--- src/rtl/o_sync_lock.sv ---
// Scope sync lock detector: measures HS line period and lines per VS frame, then walks IDLE/SEARCH/VERIFY/LOCKED.
// Optional lock-loss statistics counter is built only when O_SYNC_LOCK_STATS_EN is defined.
module o_sync_lock #(
   parameter int   H_TOTAL     = 800,
   parameter int   H_TOL       = 4,
   parameter int   V_TOTAL     = 417,
   parameter int   LOCK_FRAMES = 4,
   parameter logic HS_POL      = 1'b0,
   parameter logic VS_POL      = 1'b0
) (
   input  logic        O_CLK,
   input  logic        O_RST_N,
   input  logic        SYNC_EN,
   input  logic        O_HS,
   input  logic        O_VS,
   output logic        ENABLE,
   output logic [1:0]  STATE,
   output logic [10:0] LINE_LEN,
   output logic [9:0]  FRAME_LINES,
   output logic        LOSS,
   output logic [7:0]  LOSS_COUNT
);

   typedef enum logic [1:0] {
      ST_IDLE   = 2'd0,
      ST_SEARCH = 2'd1,
      ST_VERIFY = 2'd2,
      ST_LOCKED = 2'd3
   } state_t;

   localparam logic [10:0] LEN_MIN   = 11'(H_TOTAL - H_TOL);
   localparam logic [10:0] LEN_MAX   = 11'(H_TOTAL + H_TOL);
   localparam logic [10:0] LINE_SAT  = 11'd2047;
   localparam logic [9:0]  FRAME_SAT = 10'd1023;
   localparam logic [9:0]  V_LINES   = 10'(V_TOTAL);
   localparam logic [3:0]  LOCK_N    = 4'(LOCK_FRAMES);

   logic        hs_prev_q, vs_prev_q;
   logic [10:0] line_cnt_q, line_cnt_d;
   logic [10:0] line_len_q, line_len_d;
   logic [9:0]  frame_cnt_q, frame_cnt_d;
   logic [9:0]  frame_lines_q, frame_lines_d;
   logic        bad_q, bad_d;
   logic [3:0]  good_cnt_q, good_cnt_d;
   state_t      state_q, state_d;
   logic        enable_q, enable_d;
   logic        loss_q, loss_d;

   logic        hs_edge, vs_edge;
   logic [11:0] line_next;
   logic [10:0] line_meas;
   logic        line_bad, timeout, frame_good;

   always_comb begin
      hs_edge    = (O_HS == HS_POL) && (hs_prev_q != HS_POL);
      vs_edge    = (O_VS == VS_POL) && (vs_prev_q != VS_POL);
      line_next  = {1'b0, line_cnt_q} + 12'd1;
      line_meas  = line_next[11] ? LINE_SAT : line_next[10:0];
      line_bad   = (line_meas < LEN_MIN) || (line_meas > LEN_MAX);
      timeout    = (line_cnt_q == LINE_SAT);
      frame_good = (frame_cnt_q == V_LINES) && !bad_q;
   end

   // A coincident HS edge opens the new frame, so its count and its line verdict go to the next frame.
   always_comb begin
      line_cnt_d    = hs_edge ? 11'd0 : (timeout ? line_cnt_q : line_cnt_q + 11'd1);
      line_len_d    = hs_edge ? line_meas : line_len_q;
      frame_cnt_d   = frame_cnt_q;
      frame_lines_d = frame_lines_q;
      bad_d         = bad_q;
      if (vs_edge) begin
         frame_lines_d = frame_cnt_q;
         frame_cnt_d   = hs_edge ? 10'd1 : 10'd0;
         bad_d         = hs_edge && line_bad;
      end else if (hs_edge) begin
         frame_cnt_d   = (frame_cnt_q == FRAME_SAT) ? frame_cnt_q : frame_cnt_q + 10'd1;
         bad_d         = bad_q || line_bad;
      end
   end

   always_comb begin
      state_d    = state_q;
      good_cnt_d = good_cnt_q;
      loss_d     = 1'b0;
      if (!SYNC_EN) begin
         state_d    = ST_IDLE;
         good_cnt_d = 4'd0;
      end else begin
         case (state_q)
            ST_IDLE: state_d = ST_SEARCH;
            ST_SEARCH: begin
               if (vs_edge) begin
                  state_d    = ST_VERIFY;
                  good_cnt_d = 4'd0;
               end
            end
            ST_VERIFY: begin
               if (timeout) begin
                  state_d = ST_SEARCH;
               end else if (vs_edge) begin
                  if (frame_good) begin
                     good_cnt_d = good_cnt_q + 4'd1;
                     if (good_cnt_q + 4'd1 == LOCK_N) state_d = ST_LOCKED;
                  end else begin
                     good_cnt_d = 4'd0;
                  end
               end
            end
            ST_LOCKED: begin
               if (timeout || (vs_edge && !frame_good)) begin
                  state_d = ST_SEARCH;
                  loss_d  = 1'b1;
               end
            end
            default: state_d = ST_IDLE;
         endcase
      end
      enable_d = (state_d == ST_LOCKED);
   end

   always_ff @(posedge O_CLK or negedge O_RST_N) begin
      if (!O_RST_N) begin
         hs_prev_q     <= ~HS_POL;
         vs_prev_q     <= ~VS_POL;
         line_cnt_q    <= 11'd0;
         line_len_q    <= 11'd0;
         frame_cnt_q   <= 10'd0;
         frame_lines_q <= 10'd0;
         bad_q         <= 1'b0;
         good_cnt_q    <= 4'd0;
         state_q       <= ST_IDLE;
         enable_q      <= 1'b0;
         loss_q        <= 1'b0;
      end else begin
         hs_prev_q     <= O_HS;
         vs_prev_q     <= O_VS;
         line_cnt_q    <= line_cnt_d;
         line_len_q    <= line_len_d;
         frame_cnt_q   <= frame_cnt_d;
         frame_lines_q <= frame_lines_d;
         bad_q         <= bad_d;
         good_cnt_q    <= good_cnt_d;
         state_q       <= state_d;
         enable_q      <= enable_d;
         loss_q        <= loss_d;
      end
   end

`ifdef O_SYNC_LOCK_STATS_EN
   logic [7:0] loss_cnt_q, loss_cnt_d;

   always_comb begin
      loss_cnt_d = (loss_d && (loss_cnt_q != 8'hFF)) ? loss_cnt_q + 8'd1 : loss_cnt_q;
   end

   always_ff @(posedge O_CLK or negedge O_RST_N) begin
      if (!O_RST_N) loss_cnt_q <= 8'd0;
      else          loss_cnt_q <= loss_cnt_d;
   end

   assign LOSS_COUNT = loss_cnt_q;
`else
   assign LOSS_COUNT = 8'd0;
`endif

   assign ENABLE      = enable_q;
   assign STATE       = state_q;
   assign LINE_LEN    = line_len_q;
   assign FRAME_LINES = frame_lines_q;
   assign LOSS        = loss_q;

endmodule

--- config.mk ---
export PLATFORM = sky130hd
export DESIGN_NAME = o_sync_lock
export DESIGN_NICKNAME = d
export VERILOG_FILES = /design/src/rtl/o_sync_lock.sv
export SDC_FILE = /design/constraint.sdc
export NUM_CORES = 1
export LEC_CHECK = 0
export CAP_MARGIN = 10
export CORE_UTILIZATION = 35
export CTS_BUF_LIST = sky130_fd_sc_hd__clkbuf_8
export DETAILED_ROUTE_END_ITERATION = 10
export HOLD_SLACK_MARGIN = 0.05
export PLACE_DENSITY = 0.53
export SLEW_MARGIN = 20
export SYNTH_ARGS = -nofsm -noshare
export SYNTH_HDL_FRONTEND = slang
export SYNTH_SLANG_ARGS = --single-unit
--- constraint.sdc ---
create_clock -name O_CLK -period 3.3 [get_ports O_CLK]
set_input_delay 0.66 -clock O_CLK [delete_from_list [all_inputs] [get_ports O_CLK]]
set_output_delay 0.66 -clock O_CLK [all_outputs]
set_load 0.1 [all_outputs]
After elaboration in Yosys (flattened, before gate mapping):

Index checks and enable logic that the tools add are counted.

* flip-flop bits (word level): 53
* input bits: 5
* output and inout port bits: 33
* logic and storage cells: 73

* $add $sub $neg: 4
* $lt $le $gt $ge: 2
* eq/ne operators: 14
* muxes and demuxes: 26
* bitwise operators: 2
* reductions and logical operators: 14

Operators by type and width (count)
* $mux W11: 3
* $mux W10: 3
* $mux W4: 5
* $mux W2: 7
* $add A11 B1 Y12 const B: 1
* $add A11 B1 Y11 const B: 1
* $eq A11 B11 Y1 const B: 1
* $gt A11 B10 Y1 const B: 1
* $lt A11 B10 Y1 const B: 1
* $add A10 B1 Y10 const B: 1
* $eq A10 B10 Y1 const B: 1
* $eq A10 B9 Y1 const B: 1
* $ne A3 B3 Y1 const B: 3
* $pmux W2 S4: 1
* $pmux W4 S2: 1
* $eq A2 B2 Y1 const B: 3
* $mux W1: 6
* $logic_and A1 B1 Y1: 5
* $add A4 B1 Y4 const B: 1
* $eq A4 B3 Y1 const B: 1
* $ne A2 B2 Y1 const B: 2
* $reduce_and A4 Y1: 1
* $logic_or A1 B1 Y1: 3
* $ne A3 B1 Y1 const B: 1
* other kinds (6): 8

Depth between registers and ports, before layout:

* word-level depth: 9
* gate-level depth with buffers: 9

Worst setup path after synthesis:

No wires, ideal clock.

* kind: register to register
* start point: register state_q[1] (netlist: STATE[1])
* end point: register good_cnt_q[3]
* setup time: 0.126 ns
* arrival time: 1.845 ns
* required time: 3.174 ns
* path slack: 1.329 ns
* stages on the path, launching flop included: 7
* path buffers: 0
* cells stage by stage: dfrtp_1 -> inv_1 -> a311oi_2 -> o21ai_0 -> and2_4 -> o21ai_1 -> o31ai_1

* longest elaborated chain between the ends: 3

Ends and longest elaborated chain
* start: declaration: line 45 `state_t state_q, state_d;`
* start signal: assignment: line 143 `state_q <= state_d;`
* $eq A2 B2 Y1 / $eq A2 B1 Y1 (equally long branches): line 89 `case (state_q)`
* $ne A3 B1 Y1 (no source line), or another cell as far along
* $reduce_and A4 Y1 (no source line) / $mux W4 (equally long branches)
* end signal: assignment: line 142 `good_cnt_q <= good_cnt_d;`
* end: declaration: line 44 `logic [3:0] good_cnt_q, good_cnt_d;`

Parallel ways exist; a longest one is shown, timed or not.
A chain may end at the register's enable or synchronous reset.

Worst setup path after layout:

* start point: register line_cnt_q[0]
* end point: register bad_q

* longest elaborated chain between the ends: 7

Ends and longest elaborated chain
* start: declaration: line 39 `logic [10:0] line_cnt_q, line_cnt_d;`
* start signal: assignment: line 137 `line_cnt_q <= line_cnt_d;`
* $add A11 B1 Y12 *: line 57 `line_next = {1'b0, line_cnt_q} + 12'd1;`
* $mux W11 *: line 58 `line_meas = line_next[11] ? LINE_SAT : line_next[10:0];`
* $lt A11 B10 Y1 / $gt A11 B10 Y1 (equally long branches): line 59 `line_bad = (line_meas < LEN_MIN) || (line_meas > LEN_MAX);`
* $logic_or A1 B1 Y1 *: line 59
* $logic_or A1 B1 Y1: line 77 `bad_d = bad_q || line_bad;`
* $mux W1: line 75 `end else if (hs_edge) begin`
* $mux W1 *: line 71 `if (vs_edge) begin`
* end signal: assignment: line 129 `bad_q <= 1'b0;`
* end signal: assignment: line 141 `bad_q <= bad_d;`
* end: declaration: line 43 `logic bad_q, bad_d;`

Mark *: on every way between the ends. The rest lies on a longest branch, timed or not. The select of a mux whose other input is x is not followed.

==> summary.md <==
| Metric | Value |
|---|---|
| Adder-Cell Fraction of Synth Area | 2.28% |
| Initial antenna violation count | 0 |
| Cell taking the most area after synthesis | dfrtp_1 |
| Total of max-cap violations | 0 |
| Maximum VDD drop | 0.000540 V |
| PortBufs | 29 |
| Largest net degree at the start of global routing | 29 |
| Clock transition at the registers of the reported paths | about 90 ps |
| Critical path startpoint | line_cnt_q[0]$_DFFE_PN0P_ |
| Die Y-Extent | 90.5 um |
| Crit path time final | 2140 ps |
| CTS Buf Count | 5 |
| Synth async-reset ratio | 100% |
| Synth Instances | between 200 and 300 |
| Top_reg_cell synth | dfrtp_1 |
| Delay-heaviest family, CP | simple AND/OR/NAND/NOR gates |
| DP Area | 3010 sq um |
| Post-synthesis compound-gate area fraction | 12.1% |
| Clk root buf | clkbuf_8 |
| Gp weighted congestion | 0.765 |
| Worst Clk Skew | 7.46 ps |
| RR Startpoint | line_cnt_q[0]$_DFFE_PN0P_ |
| CP Capture Point | bad_q$_DFFE_PN0P_ |
| Synth area leaders | dfrtp_1 47%, nand2_1 7.0%, a21oi_1 4.2% |
| First-pass GRT wire length | roughly 9.5 mm |
| Setup crit start kind | flip-flop |
| Nets@finish | between 300 and 400 |
| CTS tree | built |
| Core area | 7410 sq um |
| Slowest stage delay, CP | between 400 and 500 ps |
| Mean Syn Cell Area | 9.29 sq um |
| Simple-gate share of the synthesized area | 24.7% |
| Syn-to-layout area delta | 13.3% |
| WL/cell | 13.0 um |
| Crit. End Element | flip-flop |
| Worst Tran Pin Value | 615 ps |
| Kind of critical path | flip-flop to flip-flop |
| Antenna cells | 0 |
| Post-Route WL | 5.46 mm |
| PD cells | 515 nW/um^2 |
| Sequential area share after synthesis | 48.5% |
| DIE WIDTH | 90.5 um |
| R2R Path End | bad_q$_DFFE_PN0P_ |
| Worst-skew pair later-pin latency | 300 ps |
| Crit path buf inv count | 0 |
| Slew Limit Fails | 0 |
| Vias | about 2000 |
| CP max-delay cell | dfrtp_1 |
| Critical-path maximum fanout | 9 |
| Die area | 8190 sq um |
| Outcome | complete, no violations |
| Routed Antenna Nets | 0 |
| Ys Warns | 0 |
| Finished Cell Area | slightly above 3000 sq um |
| Post-route DRC violation count | 0 |
| Mux cell area share after synthesis | 1.46% |
| Iteration-0 DRC Markers | 78 |
| #FFs+latches synth | 53 |
| Setup TNS | 0 ps |
| Starting Density | a little under two fifths |
| Rows | 31 |
| Drt first pass iters | 4 |
| Via-per-instance ratio | roughly 4.9 |
| Crit path DAT | around 2400 ps |
| Power after layout | 1.60 mW |
| Post-CTS setup buffers | 0 |
| CTS HTree Levels | 2 |
| IO Count | 38 |
| Worst reg-to-reg path cell count | 6 |
| CTS max path bufs | 2 |
| Setup slack, reg-to-reg | 1160 ps |
| Share of cells above drive strength 1 | 16.9% |
| Leakage | 1.42 nW |
| RSZ-0062 raised after global routing | false |
| Setup violators final | 0 |
| HP Class | primary input to async pin |
| GR Overflow Total | 0 |
| Number of synthesized flops with an enable pin | 0 |
| Yosys top cell area share | 46.6% |
| Relative slew margins | 59.0% |
| Largest family of logic cells by synthesized area | simple AND/OR/NAND/NOR gates |
| Tcrit/Tclk final | approximately two thirds |
| Yosys cell types | 51 |
| Vias in the first global route | 1992 |
| Hold buffer count at cts | 0 |
| DPL Wire Length | 3.93 mm |
| Worst path cell trace | ha_1 > and4_1 > o21ai_1 > and4b_1 > or3b_1 > a31oi_1 |
| Cell Area, Synth | 2740 sq um |
| Synth Area in XOR/XNOR | 5.43% |
| FMAX | between 400 and 500 MHz |
| Post-cts sizing count | 0 |
| All-layer global routing usage | between 10 and 15% |
| CTS Sinks | 53 |
| Fin. Hold Viols | 0 |
| WP data required | 3530 ps |
| Number of cells on the critical path | 6 |
-- power breakdown --
part           total [mW]  switching, mW  internal [mW]
clock               0.376          0.208          0.168
combinational       0.465          0.355          0.110
sequential          0.759         0.0572          0.702
-- cells by family (layout without fill, tap and decap cells) --
kind of cell | after synthesis | after routing
mux | 4 | 4
compound gates | 56 | 56
buf+inv | 27 | 45
simple gates | 132 | 132
other cells | 1 | 8
flops | 53 | 53
fa+ha+maj | 5 | 5
xor+xnor | 17 | 17
-- routing by layer --
metal / routed length, um / global-route usage [%]
met1: 2690 / 19.3
met2: 2560 / 23.2
met3: 151 / 2.69
met4: 61 / 4.84
met5: 0 / 0
-- metrics by stage --
step	setup slack (ps)	instances	util, %	hold WS (ps)
4_1_cts	1150	419	41.9	379
3_3_place_gp	979	411	40.7	466
2_1_floorplan	1330	302	-	364
3_5_place_dp	928	411	40.7	464
5_1_grt	974	419	41.9	406
6_report	1160	419	41.9	352
-- cell type report --
class,count,area (sq um)
Fill cell,758,4300
Sequential cell,53,1330
Multi-Input combinational cell,222,1290
Timing Repair Buffer,33,253
Tap cell,99,124
Clock buffer,6,82.6
Inverter,4,15.0
Clock inverter,2,11.3
-- how the worst min path moves through the flow --
stage	start	end	slack (ps)	cells after the start
finish	O_RST_N	FRAME_LINES[2]$_DFFE_PN0P_	350	1
global route	O_RST_N	FRAME_LINES[3]$_DFFE_PN0P_	410	1
floorplan	O_RST_N	ENABLE$_DFF_PN0_	360	0
global placement	FRAME_LINES[3]$_DFFE_PN0P_	FRAME_LINES[3]$_DFFE_PN0P_	470	2
CTS	O_RST_N	FRAME_LINES[3]$_DFFE_PN0P_	380	1
detailed placement	FRAME_LINES[2]$_DFFE_PN0P_	FRAME_LINES[2]$_DFFE_PN0P_	460	2
-- synthesized netlist by cell type (5+ instances only) --
library cell  instances
nand4_1               5
clkbuf_1              8
a31oi_1               6
ha_1                  5
xnor2_1               6
nand2_1              51
buf_4                11
nor2b_1               5
dfrtp_1              51
nand3_1              11
nor2_1               21
a21oi_1              23
o21ai_0              10
nand2b_1              6
xor2_1               11
-- cells in the final DEF (no fill, tap or decap), types with 8 or more instances in the layout --
| cell type | Yosys | layout |
|---|---|---|
| a21oi_1 | 23 | 23 |
| nand2_1 | 51 | 51 |
| nor2_1 | 21 | 21 |
| buf_4 | 11 | 29 |
| xor2_1 | 11 | 11 |
| dfrtp_1 | 51 | 51 |
| nand3_1 | 11 | 11 |
| o21ai_0 | 10 | 10 |
| conb_1 | 1 | 8 |
-- sequential cells by signal, indices dropped and copies added (netlist names) --
signal	cells
line_cnt_q	11
STATE	2
ENABLE	1
FRAME_LINES	10
hs_prev_q	1
frame_cnt_q	10
LINE_LEN	11
good_cnt_q	4
vs_prev_q	1
bad_q	1
LOSS	1
Power figures use the tool's default switching activity.
